===== config.mk =====
export PLATFORM = sky130hd
export DESIGN_NAME = pipe_hazard_ctrl
export DESIGN_NICKNAME = d
export VERILOG_FILES = /design/src/rtl/pipe_hazard_ctrl.sv
export SDC_FILE = /design/constraint.sdc
export NUM_CORES = 1
export LEC_CHECK = 0
export ABC_AREA = 1
export CORE_MARGIN = 8
export CORE_UTILIZATION = 44
export CTS_BUF_LIST = sky130_fd_sc_hd__clkbuf_4 sky130_fd_sc_hd__clkbuf_8
export DETAILED_ROUTE_END_ITERATION = 8
export PLACE_DENSITY = 0.78
export RECOVER_POWER = 50
export SYNTH_ARGS = -nofsm -noshare
export SYNTH_HDL_FRONTEND = slang
export SYNTH_SLANG_ARGS = --single-unit

===== constraint.sdc =====
create_clock -name clk -period 1.7 [get_ports clk]
set_input_delay 0.425 -clock clk [delete_from_list [all_inputs] [get_ports clk]]
set_output_delay 0.425 -clock clk [all_outputs]
set_load 0.005 [all_outputs]

===== src/rtl/pipe_hazard_ctrl.sv =====
// pipe_hazard_ctrl: stall/flush sequencer for the 5-stage MIPS pipeline.
// Arbitrates between data-memory wait states, taken branches resolved in MEM,
// and load-use hazards. It drives the PC and the pipeline-register enables and
// flushes, flags a sticky memory timeout and counts stalled cycles.
module pipe_hazard_ctrl #(
    parameter int unsigned REG_W       = 5,
    parameter int unsigned MEM_TIMEOUT = 15,
    parameter int unsigned CNT_W       = 16
) (
    input  logic             clk,
    input  logic             Reset,
    input  logic [REG_W-1:0] id_rs,
    input  logic [REG_W-1:0] id_rt,
    input  logic             ex_memread,
    input  logic [REG_W-1:0] ex_rt,
    input  logic             br_taken,
    input  logic             mem_req,
    input  logic             mem_ack,
    output logic             pc_en,
    output logic             ifid_en,
    output logic             idex_en,
    output logic             exmem_en,
    output logic             ifid_flush,
    output logic             idex_flush,
    output logic             exmem_flush,
    output logic             mem_err,
    output logic [CNT_W-1:0] stall_cnt
);

    // The wait counter only has to reach MEM_TIMEOUT-1.
    localparam int unsigned WC_W = (MEM_TIMEOUT > 1) ? $clog2(MEM_TIMEOUT) : 1;
    localparam logic [WC_W-1:0] WC_LAST = WC_W'(MEM_TIMEOUT - 1);

    typedef enum logic [1:0] {
        ST_RUN   = 2'd0,
        ST_MWAIT = 2'd1,
        ST_MERR  = 2'd2
    } state_t;

    state_t            state_q, state_d;
    logic [WC_W-1:0]   wait_cnt_q, wait_cnt_d;
    logic [CNT_W-1:0]  stall_cnt_q, stall_cnt_d;

    logic load_use;
    logic mem_hold;
    logic run_eval;

    assign load_use = ex_memread && (ex_rt != '0) &&
                      ((ex_rt == id_rs) || (ex_rt == id_rt));
    assign mem_hold = mem_req && !mem_ack;

    // Next-state and control outputs; Reset overrides everything to a full flush.
    always_comb begin
        pc_en       = 1'b1;
        ifid_en     = 1'b1;
        idex_en     = 1'b1;
        exmem_en    = 1'b1;
        ifid_flush  = 1'b0;
        idex_flush  = 1'b0;
        exmem_flush = 1'b0;
        mem_err     = 1'b0;
        state_d     = state_q;
        wait_cnt_d  = wait_cnt_q;
        run_eval    = 1'b0;

        case (state_q)
            ST_RUN: begin
                if (mem_hold) begin
                    pc_en      = 1'b0;
                    ifid_en    = 1'b0;
                    idex_en    = 1'b0;
                    exmem_en   = 1'b0;
                    state_d    = ST_MWAIT;
                    wait_cnt_d = '0;
                end else begin
                    run_eval = 1'b1;
                end
            end
            ST_MWAIT: begin
                if (!mem_ack) begin
                    pc_en    = 1'b0;
                    ifid_en  = 1'b0;
                    idex_en  = 1'b0;
                    exmem_en = 1'b0;
                    if (wait_cnt_q == WC_LAST) begin
                        state_d = ST_MERR;
                    end else begin
                        wait_cnt_d = wait_cnt_q + WC_W'(1);
                    end
                end else begin
                    // Completion cycle is resolved exactly like a RUN cycle
                    // with no pending memory hold.
                    run_eval   = 1'b1;
                    state_d    = ST_RUN;
                    wait_cnt_d = '0;
                end
            end
            ST_MERR: begin
                pc_en    = 1'b0;
                ifid_en  = 1'b0;
                idex_en  = 1'b0;
                exmem_en = 1'b0;
                mem_err  = 1'b1;
            end
            default: begin
                pc_en    = 1'b0;
                ifid_en  = 1'b0;
                idex_en  = 1'b0;
                exmem_en = 1'b0;
                state_d  = ST_RUN;
            end
        endcase

        // A taken branch squashes the load-use victim, so it takes priority.
        if (run_eval) begin
            if (br_taken) begin
                ifid_flush  = 1'b1;
                idex_flush  = 1'b1;
                exmem_flush = 1'b1;
            end else if (load_use) begin
                pc_en      = 1'b0;
                ifid_en    = 1'b0;
                idex_flush = 1'b1;
            end
        end

        if (Reset) begin
            pc_en       = 1'b0;
            ifid_en     = 1'b0;
            idex_en     = 1'b0;
            exmem_en    = 1'b0;
            ifid_flush  = 1'b1;
            idex_flush  = 1'b1;
            exmem_flush = 1'b1;
            mem_err     = 1'b0;
        end
    end

    // Saturating count of cycles in which the PC is held.
    always_comb begin
        stall_cnt_d = stall_cnt_q;
        if (!pc_en && (stall_cnt_q != '1)) begin
            stall_cnt_d = stall_cnt_q + CNT_W'(1);
        end
    end

    // State, wait counter and statistics registers.
    always_ff @(posedge clk or posedge Reset) begin
        if (Reset) begin
            state_q     <= ST_RUN;
            wait_cnt_q  <= '0;
            stall_cnt_q <= '0;
        end else begin
            state_q     <= state_d;
            wait_cnt_q  <= wait_cnt_d;
            stall_cnt_q <= stall_cnt_d;
        end
    end

    assign stall_cnt = stall_cnt_q;

endmodule


# Word-level counts from Yosys, hierarchy flattened
# Cells that the tools add are included.
classes:
  bitwise: 1
  n_eq_ne: 9
  add_sub_neg: 2
  muxes: 25
  reduce_logical: 12
ops:
  columns: ["op", "n"]
  rows:
  - ["$add 16x1->16 const B", 1]
  - ["$mux 1", 16]
  - ["$ne 16x16->1 const B", 1]
  - ["$mux 4", 3]
  - ["$eq 5x5->1", 2]
  - ["$pmux 4 s2", 1]
  - ["$mux 2", 3]
  - ["$ne 3x3->1 const B", 2]
  - ["$pmux 2 s3", 1]
  - ["$reduce_and 3->1", 2]
  - ["$reduce_bool 5->1", 1]
  - ["$add 4x1->4 const B", 1]
  - ["$eq 4x4->1 const B", 1]
  - ["$logic_and 1x1->1", 4]
  - ["$eq 2x1->1 const B", 1]
  - ["$eq 2x2->1 const B", 1]
  - ["$logic_not 1->1", 2]
  - ["$logic_not 2->1", 1]
  - ["$ne 2x2->1 const B", 1]
  - ["$pmux 1 s2", 1]
  - ["$reduce_bool 2->1", 1]
  - ["$logic_or 1x1->1", 1]
  - ["$not 1->1", 1]
totals:
  out_inout_bits: 24
  word_cells: 52
  reg_bits: 22

# Logic depth before layout (Yosys ltp)
depth:
  word_depth: 9
  ltp_mapped: 12

# Worst setup path after synthesis
# Ideal clock, no wire load.
synth_timing:
  path_type: "input to output"
  start: "in mem_ack"
  end: "out pc_en"
  t_arrival_ns: 1.463
  slack_ns: -0.188
  stages: 10
  path_cell_list: "inv_1 -> nand2_1 -> nand3_1 -> o21ai_2 -> inv_1 -> nor2_2 -> nand2_2 -> buf_2 -> inv_1 -> buf_4"
synth_via:
  elab_chain_cells: 6
  word_cells_on_any_way: 7
  classes_between: "mux: 5; reduce/logical: 2"
synth_lines:
  columns: ["item", "line_no", "text"]
  rows:
  - ["from (decl)", "18", "input logic mem_ack,"]
  - ["$logic_not 1->1", null, null]
  - ["$logic_and 1x1->1", "50", "assign mem_hold = mem_req && !mem_ack;"]
  - ["$mux 1", null, null]
  - ["$pmux 1 s2 (*)", null, null]
  - ["$mux 1 (*) (2 in a row)", null, null]
  - ["to (decl)", "19", "output logic pc_en,"]
# Mark *: on every way between the ends. The rest lies on a longest branch, timed or not.

# Final worst setup path
layout_timing:
  start: "reg state_q[1]"
  end: "out ifid_en"
layout_via:
  elab_chain_cells: 4
  word_cells_on_any_way: 5
  classes_between: "eq/ne: 1; mux: 3; reduce/logical: 1"
layout_lines:
  columns: ["item", "line_no", "text"]
  rows:
  - ["from (decl)", "40", "state_t state_q, state_d;"]
  - ["from (signal assigned)", "154", "state_q <= state_d;"]
  - ["$eq 2x1->1 / $logic_not 2->1 (equally long branches)", "66", "case (state_q)"]
  - ["$pmux 1 s2 (*)", "66", null]
  - ["$mux 1 (*)", "115", "if (run_eval) begin"]
  - ["$mux 1 (*)", "127", "if (Reset) begin"]
  - ["to (decl)", "20", "output logic ifid_en,"]
# Marks and branches as above.

==> metrics <==
non-filler instance count after layout 375; total power 0.00271 W; CP max stage delay 0.42 ns; post-synth net total 250; Worst path slowest cell dfrtp_1; hpwl dp 2.95 mm; number of buffers created by CTS 3; sequential fraction of the synthesis area 0.353; Final Cycle Share 1.19; Pleak 1.49 nW; worst hold stages 5; Peak VDD IR 0.437 mV; Hold Path End wait_cnt_q[3]; Post-synth top cells nand2_1 (80), inv_1 (32), nand3_1 (29); Reg-to-Reg Start stall_cnt[1]; Slew HR 0.504; Top-Level Pins 45; Clk pin slew, worst setup/hold paths 0.13 ns; core area 0.00336 mm2; R2R Setup Slk -0.07 ns; Vias/cell 5.09; H-tree depth 1; Yosys reg bits 22; Total Neg Setup Slack -2.30 ns; area delta synth->final 76.8%; CP Capture Type output pin; Tmin final 2.02 ns; Power Dens Cells 983 mW/mm2; drt wl/cell 15.0 um; mapped cell area 0.00156 mm2; gr usage total 0.177; top cells by area, synth dfrtp_1 (35%), nand2_1 (19%), nand3_1 (9.3%), inv_1 (7.7%), xor2_1 (6.2%); Synth async-reset ratio 1.00; layout cell share with drive strength beyond 1 0.362; maximum clock frequency 495 MHz; # clock sinks 22; Root Buffer clkbuf_4; FF-to-FF path depth 8; final wirelength 5.63 mm; Multi-input gate area 0.00108 mm2; Crit. Startpoint state_q[1]; remaining antenna violation count 0; final net count 354; metal2 WL 2.74 mm; highest routed layer met4; Worst Tran Pin Value 0.744 ns; metal3 WL 482 um; Placed Cells incl. Taps 332; Post-route DRC 0; number of endpoints failing setup at the final stage 23; synthesized netlist cell count 226; unrepaired setup endpoints after global routing true; first-pass GRT wire length 7.78 mm; clock skew 0.00154 ns; setup ws final -0.322 ns; Final Wtd Congestion 0.839; register area 554 um2; Longest Clk Path Bufs 2; initial antenna violation count 0; post-synth top area cell dfrtp_1; Hold Violations, Final 0; die width 75.6 um; WL met1 2.29 mm; Antenna diodes 0; run status finished, violations left; GR Overflow Total 0; Required @ worst endpoint 1.27 ns; Max Cap Violations 0; Post-synth top flop dfrtp_1; Syn Area/Cell 6.90 um2; DR vias 1908; worst skew pair latency 0.33 ns; number of synthesized flops with an enable pin 0; post-synth top area share 0.353; failing checks negative setup slack; worst-path cell chain inv_2 > nand2_4 > o21ai_4 > buf_6 > inv_4 > nor2_4 > nand2_4 > inv_4 > buf_6; # rows 21; DIE AREA 0.00571 mm2; CTS tree done; Yosys warnings 0; Initial Util 0.464; DRT Pass-1 Iters 5; Netlist cell types 23; CP Max Fanout 3; Startpoint Class flop; Port Buffer Count 44; hold path startpoint mem_ack; CP arrival 1.60 ns; vias in the first global route 1715; worst reg2reg path endpoint stall_cnt[15]; die height 75.6 um; min-delay worst type input pin to flop; Setup CP Type flop to output pin; Fillers 209; pin count of the biggest net entering global routing 19; max-slew violations 0; dominant cell by count in the synthesized netlist nand2_1; DRT iter0 DRCs 179
## worst max path at each step
stage,endpoint,slack (ns),cells after the start
2_1_floorplan,pc_en,-0.009,9
3_3_place_gp,ifid_en,-0.78,11
3_5_place_dp,ifid_en,-0.78,11
4_1_cts,ifid_en,-0.28,9
5_1_grt,ifid_en,-0.41,9
6_report,ifid_en,-0.32,9
## timing repair
action	4_1_cts	5_1_grt
pin swaps	16	17
hold buffers	0	0
gates resized for setup	75	52
cloned	0	1
buffers inserted	37	15
setup endpoints to repair	39	33
## sequential cells by signal, indices dropped and copies added (netlist names)
name        flops
stall_cnt      16
wait_cnt_q      4
state_q         2
## report_power, final
group,internal [W],total (W),leakage (nW),switching [W]
Sequential,0.000621,0.000705,0.292,0.0000847
Combinational,0.000792,0.00158,1.17,0.000789
Clock,0.000239,0.000426,0.0279,0.000187
## logic make-up (layout without fill, tap and decap cells)
kind of cell,after synthesis,after routing,synth area share
and+or+nand+nor,139,140,0.396
buffers and inverters,38,140,0.105
DFF,22,22,0.353
xor gates and xnor gates,17,17,0.0954
AOI/OAI and AO/OA,7,7,0.0265
adders and majority gates,3,3,0.0241
## layer usage
| metal | global-route usage | vias to the layer above |
|---|---|---|
| met5 | 0 | - |
| met4 | 0.0874 | 0 |
| met3 | 0.0461 | 14 |
| met2 | 0.280 | 105 |
| met1 | 0.218 | 881 |
| li1 | - | 908 |
## layout by cell type, fill, tap and decap left out, types with 2 or more instances in the layout
cell	count
nand2_2	11
clkbuf_4	3
a21oi_4	2
nand2_1	63
dfrtp_2	3
xnor2_1	6
nand3_1	23
buf_6	12
buf_4	49
clkdlybuf4s50_1	15
nand3_2	3
o21ai_1	2
nand2_8	2
buf_2	4
nand3_4	4
dfrtp_1	19
ha_1	2
nor2_1	13
inv_4	4
clkbuf_1	3
nor2_4	4
nand4_1	4
nand2_4	8
dlygate4sd2_1	18
inv_1	26
inv_2	2
xor2_1	11
## per-stage QoR
step	instance area [um2]	util	setup slack [ns]	hold slack, ns
after global routing	2760	0.820	-0.412	0.512
after global placement	2220	0.660	-0.775	0.516
after CTS	2550	0.760	-0.277	0.418
final	2760	0.820	-0.322	0.491
after floorplan	1600	-	-0.00885	0.414
after detailed placement	2220	0.660	-0.775	0.518
## layout make-up
cell class	count	share of cell area
inverter	32	0.0472
clock inverter	1	0.0109
multi-input combinational	167	0.393
clock buffer	3	0.00816
tap	46	0.0209
timing repair buffer	104	0.319
sequential	22	0.201
## critical path, delay by kind of cell (launching register included)
family                 cells  cell delay, ns
flip-flops                 1            0.42
AO/OA/AOI/OAI              1            0.15
buffers and inverters      5            0.43
AND/OR/NAND/NOR            3            0.25
(Power assumes the default switching activity.)
